<file path="src/rtl/alu_pkg.sv">
// Shared ALU constants: operation encodings and condition-code bit positions.
// Imported by the datapath and the flag logic so both agree on one encoding.
package alu_pkg;

    typedef enum logic [1:0] {
        OP_ADD = 2'd0,
        OP_SUB = 2'd1,
        OP_AND = 2'd2,
        OP_XOR = 2'd3
    } alu_op_e;

    localparam int CC_W  = 3;
    localparam int CC_ZF = 2;
    localparam int CC_SF = 1;
    localparam int CC_OF = 0;

endpackage

</file>
<file path="src/rtl/alu_if.sv">
// ALU operand/result bundle.
// The master drives operands; the slave (the ALU) returns registered results.
interface alu_if #(
    parameter int WIDTH = 64
);
    logic             in_valid;
    logic [1:0]       sel;
    logic [WIDTH-1:0] ALU_a;
    logic [WIDTH-1:0] ALU_b;
    logic             out_valid;
    logic [WIDTH-1:0] ALU_out;
    logic [2:0]       CCtemp;

    modport master (
        output in_valid, sel, ALU_a, ALU_b,
        input  out_valid, ALU_out, CCtemp
    );

    modport slave (
        input  in_valid, sel, ALU_a, ALU_b,
        output out_valid, ALU_out, CCtemp
    );
endinterface

</file>
<file path="src/rtl/alu_addsub.sv">
// Shared adder/subtractor: sub is a + ~b + 1 through the same adder.
// Overflow is the signed overflow of that one addition.
module alu_addsub #(
    parameter int WIDTH = 64
) (
    input  logic [WIDTH-1:0] a,
    input  logic [WIDTH-1:0] b,
    input  logic             sub,
    output logic [WIDTH-1:0] sum,
    output logic             ovf
);
    logic [WIDTH-1:0] b_eff;
    logic [WIDTH-1:0] cin;

    // Invert b and inject a carry-in of one for subtraction.
    always_comb begin
        b_eff = sub ? ~b : b;
        cin   = {{(WIDTH-1){1'b0}}, sub};
        sum   = a + b_eff + cin;
        ovf   = (a[WIDTH-1] == b_eff[WIDTH-1])
              && (sum[WIDTH-1] != a[WIDTH-1]);
    end
endmodule

</file>
<file path="src/rtl/alu.sv">
// Single-cycle registered ALU: add/sub/and/xor with ZF/SF/OF flags.
// One result per in_valid cycle; outputs hold while in_valid is low.
module alu
    import alu_pkg::*;
#(
    parameter int WIDTH = 64
) (
    input  logic  clock,
    input  logic  reset_n,
    alu_if.slave  bus
);
    alu_op_e          op;
    logic [WIDTH-1:0] sum;
    logic             ovf;
    logic [WIDTH-1:0] result;
    logic [CC_W-1:0]  cc;

    alu_addsub #(.WIDTH(WIDTH)) u_addsub (
        .a   (bus.ALU_a),
        .b   (bus.ALU_b),
        .sub (op == OP_SUB),
        .sum (sum),
        .ovf (ovf)
    );

    // Select the result and derive the condition codes from it.
    always_comb begin
        op     = alu_op_e'(bus.sel);
        result = '0;
        cc     = '0;
        unique case (op)
            OP_ADD,
            OP_SUB: result = sum;
            OP_AND: result = bus.ALU_a & bus.ALU_b;
            OP_XOR: result = bus.ALU_a ^ bus.ALU_b;
            default: result = '0;
        endcase
        cc[CC_ZF] = (result == '0);
        cc[CC_SF] = result[WIDTH-1];
        cc[CC_OF] = (op == OP_ADD || op == OP_SUB) ? ovf : 1'b0;
    end

    // Capture result and flags on valid input; reset clears everything.
    always_ff @(posedge clock or negedge reset_n) begin
        if (!reset_n) begin
            bus.out_valid <= 1'b0;
            bus.ALU_out   <= '0;
            bus.CCtemp    <= '0;
        end else begin
            bus.out_valid <= bus.in_valid;
            if (bus.in_valid) begin
                bus.ALU_out <= result;
                bus.CCtemp  <= cc;
            end
        end
    end
endmodule

</file>
<file path="src/flat_wrapper.sv">
// flat-port wrapper written by rule: the top's interface ports become plain ports
module alu_flat import alu_pkg::*;
#(
    parameter int WIDTH = 64
)
  (clock, reset_n, bus_in_valid, bus_sel, bus_ALU_a, bus_ALU_b, bus_out_valid, bus_ALU_out, bus_CCtemp);
  alu_if #(.WIDTH(WIDTH)) bus_i ();
  input  logic clock;
  input  logic reset_n;
  input wire logic [$bits(bus_i.in_valid)-1:0] bus_in_valid;
  input wire logic [$bits(bus_i.sel)-1:0] bus_sel;
  input wire logic [$bits(bus_i.ALU_a)-1:0] bus_ALU_a;
  input wire logic [$bits(bus_i.ALU_b)-1:0] bus_ALU_b;
  output wire logic [$bits(bus_i.out_valid)-1:0] bus_out_valid;
  output wire logic [$bits(bus_i.ALU_out)-1:0] bus_ALU_out;
  output wire logic [$bits(bus_i.CCtemp)-1:0] bus_CCtemp;
  assign bus_i.in_valid = bus_in_valid;
  assign bus_i.sel = bus_sel;
  assign bus_i.ALU_a = bus_ALU_a;
  assign bus_i.ALU_b = bus_ALU_b;
  assign bus_out_valid = bus_i.out_valid;
  assign bus_ALU_out = bus_i.ALU_out;
  assign bus_CCtemp = bus_i.CCtemp;
  alu #(.WIDTH(WIDTH)) u_core (.clock(clock), .reset_n(reset_n), .bus(bus_i));
endmodule
</file>
<file path="config.mk">
export PLATFORM = sky130hd
export DESIGN_NAME = alu_flat
export DESIGN_NICKNAME = d
export VERILOG_FILES = /design/src/rtl/alu_pkg.sv /design/src/rtl/alu_if.sv /design/src/rtl/alu_addsub.sv /design/src/rtl/alu.sv /design/src/flat_wrapper.sv
export SDC_FILE = /design/constraint.sdc
export NUM_CORES = 1
export LEC_CHECK = 0
export ABC_AREA = 0
export CAP_MARGIN = 20
export CELL_PAD_IN_SITES_DETAIL_PLACEMENT = 1
export CELL_PAD_IN_SITES_GLOBAL_PLACEMENT = 2
export CORE_MARGIN = 4
export CORE_UTILIZATION = 33
export DETAILED_ROUTE_END_ITERATION = 10
export GPL_TIMING_DRIVEN = 0
export PLACE_DENSITY = 0.89
export SLEW_MARGIN = 25
export SYNTH_ARGS = -nofsm -noshare
export SYNTH_HDL_FRONTEND = slang
export SYNTH_SLANG_ARGS = --single-unit
</file>
<file path="constraint.sdc">
create_clock -name clock -period 2.35 [get_ports clock]
set_clock_uncertainty 0.05 [all_clocks]
set_input_delay 0.235 -clock clock [delete_from_list [all_inputs] [get_ports clock]]
set_output_delay 0.235 -clock clock [all_outputs]
set_load 0.05 [all_outputs]
</file>
* Word level (Yosys, flattened, before mapping) *
Index checks and enable logic that the tools add are counted.

cells by class
  muxes and demuxes = 3
  bitwise logic cells = 3
  eq/ne operators = 5
  $add $sub $neg = 2
  reductions and logical operators = 5

operators by type and width
  cell                                                                    number
  64-bit case mux with 3 select lines                                     1
  64-bit by 1-bit adder with 64-bit output                                1
  64-bit adder                                                            1
  64-bit AND                                                              1
  64-bit zero test                                                        1
  64-bit two-way mux                                                      1
  64-bit inverter                                                         1
  64-bit bitwise XOR                                                      1
  2-bit equality test (second input constant)                             2
  2-bit by 1-bit equality test with 1-bit output (second input constant)  1
  2-bit zero test                                                         1
  2-bit OR reduction                                                      1
  1-bit equality test                                                     1
  1-bit logical AND                                                       1
  1-bit logical OR                                                        1
  1-bit two-way mux                                                       1
  1-bit inequality test                                                   1

word-level totals
  register bits after elaboration = 68
  input port bits = 133

* Depth between registers and ports, before layout *
Gate-level depths: netlist of run 1.

  word-level depth = 7
  gate-level depth with buffers = 22
  mapped depth without buffers = 17

* Modules after synthesis *
A second synthesis of run 1 with hierarchy kept.

second synthesis, totals
  cells, all modules = 1,107
  area total of the unflattened synthesis = 9,265.1 sq um

modules (own cells, without submodules)
  module      area each (sq um)  times used  cells an instance  sequential area each (sq um)
  alu         4,722.0            1           445                1,676.6
  alu_addsub  4,543.1            1           662                0.0

* Worst setup path after synthesis of run 1 *
OpenSTA, ideal clock, no wires.

  path type = input port to flip-flop
  from = in bus_sel[0]
  to = reg u_core.bus.CCtemp[2]
  data arrival time = 4.609 ns
  stages on the path = 21
  path buffers = 5
  setup slack = -2.431 ns
  cells stage by stage = buf_4 buf_2 buf_1 clkbuf_1 buf_1 nand2_1 nor2_1 a21oi_1 fa_1 nand2b_1 a21oi_1 o21a_1 a31oi_1 a21o_1 a311oi_2 o21ai_1 o21ai_1 mux2i_1 a21o_1 a211oi_1 a32o_1

on the way
  word-level cells in the longest chain between the ends = 6
  elaborated cells on any way between the ends = 10
  those cells by class = add/sub (2); eq/ne (3); mux (2); reduce/logical (3)

RTL lines
  what                                            RTL line              source
  from (decl)                                     flat_wrapper.sv:11    input wire logic [$bits(bus_i.sel)-1:0] bus_sel;
  2-bit by 1-bit equality test with 1-bit output  alu.sv:21, alu.sv:31
  64-bit two-way mux                              alu_addsub.sv:17      b_eff = sub ? ~b : b;
  64-bit adder                                    alu_addsub.sv:19      sum = a + b_eff + cin;
  64-bit by 1-bit adder with 64-bit output        alu_addsub.sv:19
  64-bit case mux with 3 select lines (*)         alu.sv:31             unique case (op)
  64-bit zero test (*)                            alu.sv:38             cc[CC_ZF] = (result == '0);
  to (signal assigned)                            alu.sv:48             bus.CCtemp <= '0;
  to (signal assigned)                            alu.sv:53             bus.CCtemp <= cc;
  to (decl)                                       alu_if.sv:21          output out_valid, ALU_out, CCtemp

Mark *: on every way between the ends. The rest lies on a longest branch, timed or not.
A chain may end at the register's enable or synchronous reset.

* Worst setup path in the final report of run 1 *
  from = in bus_sel[1]
  to = reg u_core.bus.CCtemp[2]

The elaborated chain is that of the path after synthesis.

==> qor.yml, run 1 <==
grtUsageTotal: 0.307
die_y_um: 183
report.final.setup_viol: 61
power.switching_fraction: 0.492
violations: "negative setup slack"
clock_tree.root_cell: "sky130_fd_sc_hd__clkbuf_16"
timing.max_slew.rel_slack: 0.252
clk_latency_ps: 350
antenna_violations_before_repair: 0
postSynthNetCount: 1547
synth_seq_cells: 67
tritoncts_clock_tree: "yes"
run_status: "finished with violations"
combinationalPowerShare: 0.688
post_drt_wl_per_cell_um: 27.7
synth_enable_flop_cells: 0
yosysSeqAreaShare: 0.166
pin_count: 201
final_period_minus_worst_setup_slack_ps: 4310
crit_required_ps: 2580
crit_path_max_fanout: 8
drt-initial-drc-count: 1021
synth_top_cell_by_area: "sky130_fd_sc_hd__dfrtp_1"
detail_route.drc_violations: 0
yosys.area.top_type_share: 0.166
critical-path-max-stage-delay_ps: 400
syn-mean-instance-area_um2: 7.85
timing.setup.tns_ps: -53210
cp.depth: 19
reg2reg_setup_slack_ps: 1440
initial_core_util: 0.337
placement_rows: 63
grt_first_pass_wirelength_um: 79700
synth_top_cells_by_area: "sky130_fd_sc_hd__dfrtp_1 17%, sky130_fd_sc_hd__ha_1 16%, sky130_fd_sc_hd__xor2_1 6.9%, sky130_fd_sc_hd__a21oi_1 6.2%, sky130_fd_sc_hd__nor2_1 5.1%"
num_vias: 12600
p_leak_nw: 6.90
placedCellCount: 1875
post_synth_xor_area_fraction: 0.0833
ff2ff_path_depth: 2
layout.nets: 1904
main_combinational_cell_family_by_area_after_synthesis: "compound AO/OA/AOI/OAI gates"
power_per_cell_area_mw_per_mm2: 576
maximum_number_of_pins_on_one_net_before_global_route_repair: 45
synth_simple_gate_area_share: 0.199
globalplace.congestion: 0.950
detailed_place_hpwl_um: 39400
drt_wl_total_um: 56400
worst-path-buf-inv: 4
max_cap_viol_count: 0
worst_setup_hold_path_clk_slew_ps: 60
max_freq_mhz: 232
peakVddDrop_mv: 0.400
worst-setup-path-type: "primary input to register"
synth_adder_area_share: 0.159
grt_setup_unrepaired: "yes"
timing.critical_path.from: "bus_sel[1]"
cp_slowest_cell: "sky130_fd_sc_hd__nor4b_2"
first_pass_iters: 5
layout-drive-gt1-share: 0.353
die-width_um: 183
reg2reg_to: "u_core.bus.ALU_out[48]$_DFFE_PN0P_"
synth.distinct_cells: 92
cp-start-kind: "primary input"
setup_ws_ps: -1960
diodes_inserted: 0
critical_path_capture_point_type: "register"
die-area_mm2: 0.0335
cp_top_family: "simple AND/OR/NAND/NOR gates"
placement.setup.worst_slack_ps: -3070
timing.critical_path.cells: "buf_16 > nor2b_4 > buf_12 > buf_12 > xor2_1 > ha_1 > o211ai_1 > a21oi_4 > buf_6 > o21ai_4 > and4_1 > o31ai_4 > nor4b_2 > nand4_1 > nor4_4 > nand4_1 > nor4_2 > and4_4 > a32o_1"
fillerInstances: 3371
multi_input_area_mm2: 0.0101
syn-instance-count: 1286
drt_antenna_net_count: 0
internal-power_mw: 4.94
worst_pin_slew_ps: 1120
postSynth.topFlopCell: "sky130_fd_sc_hd__dfrtp_1"
numPortBuffers: 198
ys_warn_count: 0
timing.rr.start: "u_core.bus.ALU_out[48]$_DFFE_PN0P_"
area_growth_syn_to_layout_pct: 67.3
hold_violations: 0
cts_max_path_buffers: 2
seqPwrFrac: 0.165
postSynth.asyncResetShare: 1.00
muxShareOfSynthArea: 0.0839
grt_pass1_vias: 12900
timing.final.crit_share: 1.83
placeableCoreArea_mm2: 0.0300
clockPowerShare: 0.147
ff_latch_area_mm2: 0.00168
clkSinkCount: 67
hold_path.class: "primary input to async pin"
post_layout_nonfiller_instances: 2037
gr-total-overflow: 0
cts_htree_levels: 3
critPathArrivalTime_ps: 4530
cts_made_buffers: 9
mappedNetlistArea_mm2: 0.0101
timing_max_transition_violations_final: 0
vias_per_cell: 6.16
post_synthesis_compound_gate_area_fraction: 0.259
switching_power_mw: 4.79
timing.critical_path.to: "u_core.bus.CCtemp[2]$_DFFE_PN0P_"
## kinds of logic after synthesis
kind of cell,Yosys count
AND/OR/NAND/NOR,411
AO/OA/AOI/OAI,398
adder cells (fa/ha/maj),128
buffers and inverters,106
XOR/XNOR,96
multiplexers,80
flip-flops,67
## power by group through the flow
stage | logic, mW | clock network, mW | registers, mW
finish | 6.70 | 1.43 | 1.60
global route | 7.01 | 1.48 | 1.61
CTS | 5.93 | 1.42 | 1.59
detailed placement | 4.94 | 0 | 1.59
global placement | 4.88 | 0 | 1.60
floorplan | 2.46 | 0 | 2.26
## cell usage after synthesis (3+ instances only)
library cell and count:
sky130_fd_sc_hd__nor4b_1 3, sky130_fd_sc_hd__o21ai_2 3, sky130_fd_sc_hd__nand4_1 38, sky130_fd_sc_hd__a211o_1 5, sky130_fd_sc_hd__clkbuf_8 6, sky130_fd_sc_hd__mux2i_1 43
sky130_fd_sc_hd__dfrtp_1 67, sky130_fd_sc_hd__nor3_1 20, sky130_fd_sc_hd__buf_2 17, sky130_fd_sc_hd__xor2_1 80, sky130_fd_sc_hd__o2111ai_1 3, sky130_fd_sc_hd__mux2_2 37
sky130_fd_sc_hd__inv_1 26, sky130_fd_sc_hd__and3_1 4, sky130_fd_sc_hd__o22ai_1 4, sky130_fd_sc_hd__nor2_1 136, sky130_fd_sc_hd__or3_1 11, sky130_fd_sc_hd__o21ai_0 60
sky130_fd_sc_hd__and4_1 5, sky130_fd_sc_hd__and2_1 3, sky130_fd_sc_hd__a21o_2 3, sky130_fd_sc_hd__nor3b_1 4, sky130_fd_sc_hd__a21o_1 22, sky130_fd_sc_hd__a31oi_1 19
sky130_fd_sc_hd__a2111oi_0 4, sky130_fd_sc_hd__a221oi_1 3, sky130_fd_sc_hd__o21ai_1 18, sky130_fd_sc_hd__a21boi_0 3, sky130_fd_sc_hd__clkbuf_1 37, sky130_fd_sc_hd__nor4_1 4
sky130_fd_sc_hd__xnor2_1 16, sky130_fd_sc_hd__nand2b_1 19, sky130_fd_sc_hd__o31ai_1 14, sky130_fd_sc_hd__o41ai_1 3, sky130_fd_sc_hd__a211oi_1 19, sky130_fd_sc_hd__o21a_1 14
sky130_fd_sc_hd__a31o_2 3, sky130_fd_sc_hd__o21bai_1 12, sky130_fd_sc_hd__o211ai_1 23, sky130_fd_sc_hd__buf_1 16, sky130_fd_sc_hd__nand3_1 17, sky130_fd_sc_hd__nor2b_1 19
sky130_fd_sc_hd__ha_1 127, sky130_fd_sc_hd__a21oi_1 126, sky130_fd_sc_hd__nand2_1 109
## sequential cells by signal, summed over array words and instances (netlist names)
| register | cells |
|---|---|
| u_core.bus.ALU_out | 63 |
| u_core.bus.CCtemp | 3 |
| u_core.bus.out_valid | 1 |
## placed cells by master (no fill, tap or decap), drive strengths merged, types with 4 or more instances in the layout
cell / n
a2111oi: 6
a211o: 5
a211oi: 19
a21boi: 4
a21o: 25
a21oi: 127
a31oi: 20
and3: 4
and4: 5
buf: 193
clkbuf: 42
clkdlybuf4s50: 196
dfrtp: 67
ha: 127
inv: 27
mux2: 37
mux2i: 43
nand2: 109
nand2b: 19
nand3: 17
nand4: 38
nor2: 136
nor2b: 19
nor3: 20
nor3b: 4
nor4: 7
nor4b: 5
o2111ai: 4
o211ai: 24
o21a: 15
o21ai: 81
o21bai: 12
o22ai: 4
o31ai: 15
o41ai: 5
or3: 12
xnor2: 16
xor2: 80
## metal layers
metal  part of all wire  wire, um  vias to the layer above  global-route usage
li1                   -         -                     5475                   -
met1               0.41     23400                     6314               0.401
met2               0.47     26400                      600               0.512
met3              0.065      3650                      167              0.0418
met4              0.054      3040                        0               0.123
met5                  0         0                        -                   0
## repair_timing
| action | in CTS | in global routing |
|---|---|---|
| resized for setup | 312 | 157 |
| endpoints found under the hold margin | 23 | 0 |
| pin swaps | 80 | 99 |
| setup endpoints to repair | 64 | 63 |
| buffers inserted | 97 | 62 |
| gates cloned | 4 | 0 |
| hold buffers | 1 | 0 |
## worst min-delay path by stage
stage / to / slack (ps) / cells after the start
2_1_floorplan: u_core.bus.ALU_out[0]$_DFFE_PN0P_ / -110 / 0
3_3_place_gp: u_core.bus.ALU_out[1]$_DFFE_PN0P_ / 440 / 1
3_5_place_dp: u_core.bus.ALU_out[57]$_DFFE_PN0P_ / 130 / 1
4_1_cts: u_core.bus.ALU_out[57]$_DFFE_PN0P_ / 320 / 2
5_1_grt: u_core.bus.ALU_out[44]$_DFFE_PN0P_ / 350 / 2
6_report: u_core.bus.ALU_out[44]$_DFFE_PN0P_ / 320 / 2
## per-stage QoR
step	hold slack, ps	cell area, um^2	utilization	total power, mW
final	315	16900	0.564	9.73
after global routing	354	16900	0.564	10.1
after CTS	324	15700	0.525	8.93
after detailed placement	130	13100	0.438	6.54
after global placement	442	13100	0.437	6.48
after floorplan	-111	10600	-	4.72
## final cells by class
type / instances / share of cell area
multi-input combinational: 1113 / 0.598
timing repair buffer: 354 / 0.204
sequential: 67 / 0.0992
buffer: 72 / 0.0463
tap: 390 / 0.0289
clock buffer: 10 / 0.0141
inverter: 26 / 0.00622
clock inverter: 5 / 0.00363
Power figures use the tool's default switching activity.
==> inputs of run 2 (changes only) <==
Settings changed: GPL_TIMING_DRIVEN 0 to not set.
==> run 2 against run 1 <==
The run still ends with negative setup slack left; global-route usage up 1.3 points; die area unchanged; maximum frequency down 3.4%; final cell count up 11%; clock-buffer cell count unchanged; sequential share of layout area down 0.24 points; highest routed layer unchanged.
==> qor.yml, run 2 (synthesized netlist as in run 1, its figures left out) <==
grt_pass1_vias: 14800
postPlaceCellArea_mm2: 0.0157
drt-initial-drc-count: 1535
max_freq_mhz: 224
seqPwrFrac: 0.148
largest_register: "u_core.bus.ALU_out"
run_status: "finished with violations"
mostFrequentLayoutCell: "sky130_fd_sc_hd__buf_4"
cts_made_buffers: 9
grtUsageTotal: 0.320
die-area_mm2: 0.0335
drt_wl_total_um: 66100
initial_core_util: 0.337
grt_setup_unrepaired: "yes"
grt_first_pass_wirelength_um: 85000
drt_antenna_net_count: 0
detailed_place_hpwl_um: 41200
die-width_um: 183
critical_path_capture_point_type: "register"
cts_max_path_buffers: 2
ff2ff_path_depth: 2
globalplace.congestion: 1.02
gr-total-overflow: 0
hold_violations: 0
switching_power_mw: 5.24
setup_ws_ps: -2110
clock_tree.root_cell: "sky130_fd_sc_hd__clkbuf_16"
combinationalPowerShare: 0.704
tritoncts_clock_tree: "yes"
internal-power_mw: 5.35
crit_path_max_fanout: 4
clockPowerShare: 0.148
mostFrequentLayoutCells: "435 x sky130_fd_sc_hd__buf_4, 190 x sky130_fd_sc_hd__clkdlybuf4s50_1, 129 x sky130_fd_sc_hd__nor2_1"
placeableCoreArea_mm2: 0.0300
critPathArrivalTime_ps: 4700
layout_top_registers: "u_core.bus.ALU_out: 63 flops, u_core.bus.CCtemp: 3 flops, u_core.bus.out_valid: 1 flops"
finalPower_mw: 10.6
worst-setup-path-type: "primary input to register"
die_y_um: 183
cp-start-kind: "primary input"
worst_setup_hold_path_clk_slew_ps: 80
worst_pin_slew_ps: 932
max_cap_viol_count: 0
layout.nets: 2128
peakVddDrop_mv: 0.404
reg2reg_setup_slack_ps: 1260
area_growth_syn_to_layout_pct: 71.4
antenna_violations_before_repair: 2
hold_path.class: "primary input to async pin"
layout-drive-gt1-share: 0.382
numPortBuffers: 200
timing.max_slew.rel_slack: 0.379
first_pass_iters: 8
power.switching_fraction: 0.495
clkSinkCount: 67
violations: "negative setup slack"
maximum_number_of_pins_on_one_net_before_global_route_repair: 107
cts_htree_levels: 3
largest_reg_flops: 63
holdWs_ps: 331
timing_max_transition_violations_final: 0
pin_count: 201
crit_required_ps: 2590
detail_route.drc_violations: 0
p_leak_nw: 7.71
timing.final.crit_share: 1.90
timing.setup.tns_ps: -58520
final_design_area_no_fill_mm2: 0.0173
clk_latency_ps: 360
power_per_cell_area_mw_per_mm2: 612
final_period_minus_worst_setup_slack_ps: 4460
report.final.setup_viol: 62
placement_rows: 63
num_vias: 14500
vias_per_cell: 6.40
post_drt_wl_per_cell_um: 29.2
## run 2: changes by cell type in the layout (fill, tap and decap cells not counted), moves of 10 or more
cell,delta
sky130_fd_sc_hd__clkbuf_8,-10
sky130_fd_sc_hd__buf_4,+314
sky130_fd_sc_hd__a21oi_1,+19
sky130_fd_sc_hd__nor2_1,+11
sky130_fd_sc_hd__buf_6,-34
sky130_fd_sc_hd__xor2_1,+12
sky130_fd_sc_hd__a21oi_2,-17
sky130_fd_sc_hd__clkbuf_1,-15
sky130_fd_sc_hd__o21ai_1,+15
sky130_fd_sc_hd__buf_12,-11
## run 2: per-stage QoR
| stage | cells | setup WS (ps) | utilization |
|---|---|---|---|
| floorplan | 1286 | -1470 | - |
| global placement | 2211 | -1990 | 0.524 |
| detailed placement | 2211 | -2100 | 0.524 |
| CTS | 2247 | -1550 | 0.560 |
| global route | 2262 | -2280 | 0.578 |
| finish | 2266 | -2110 | 0.578 |
## run 2: per-layer routing
layer | share of wire | global-route usage
met1 | 0.35 | 0.373
met2 | 0.47 | 0.562
met3 | 0.084 | 0.0587
met4 | 0.097 | 0.161
met5 | 0 | 0
## run 2: worst max-delay path, stage by stage
cell and delay [ps]:
sky130_fd_sc_hd__clkdlybuf4s50_1 530, sky130_fd_sc_hd__xor2_1 290, sky130_fd_sc_hd__ha_1 300, sky130_fd_sc_hd__nand4_1 250, sky130_fd_sc_hd__o221ai_1 460, sky130_fd_sc_hd__nand3_2 250
sky130_fd_sc_hd__a31oi_4 320, sky130_fd_sc_hd__o31ai_4 110, sky130_fd_sc_hd__o31ai_4 410, sky130_fd_sc_hd__nor2_1 100, sky130_fd_sc_hd__o41a_1 450, sky130_fd_sc_hd__a211o_1 280
sky130_fd_sc_hd__nor4_2 260, sky130_fd_sc_hd__and4_1 230, sky130_fd_sc_hd__a32o_1 220
## run 2: what timing repair did
action / CTS / global route
pin swaps: 23 / 25
endpoints found under the hold margin: 33 / 0
buffers inserted: 21 / 15
hold buffers: 1 / 0
setup endpoints to repair: 57 / 62
gates resized for setup: 133 / 79
cloned: 0 / 0
## run 2: final cells by class
class	instances	area, um^2
inverters	26	105
repair buffers	650	5510
multi-input cells	1113	9230
clock inverters	6	72.6
fillers	3442	12600
flip-flops and latches	67	1680
clock buffers	10	229
diodes	4	10.0
well taps	390	488
## run 2: path summary, 6_finish.rpt
| kind | start | end |
|---|---|---|
| worst min-delay path | reset_n | u_core.bus.ALU_out[44]$_DFFE_PN0P_ |
| max in group asynchronous | reset_n | u_core.bus.ALU_out[15]$_DFFE_PN0P_ |
| worst min register to register | u_core.bus.ALU_out[36]$_DFFE_PN0P_ | u_core.bus.ALU_out[36]$_DFFE_PN0P_ |
| worst max register to register | u_core.bus.ALU_out[29]$_DFFE_PN0P_ | u_core.bus.ALU_out[29]$_DFFE_PN0P_ |
| min in group clock | bus_in_valid | u_core.bus.ALU_out[0]$_DFFE_PN0P_ |
| worst max-delay path | bus_ALU_b[6] | u_core.bus.CCtemp[2]$_DFFE_PN0P_ |
## run 2: power groups by stage
stage	clock network [mW]	registers (mW)	logic [mW]
floorplan	0	2.26	2.46
global placement	0	1.54	6.00
detailed placement	0	1.55	6.20
CTS	1.52	1.54	6.65
global route	1.60	1.59	7.71
finish	1.56	1.57	7.46
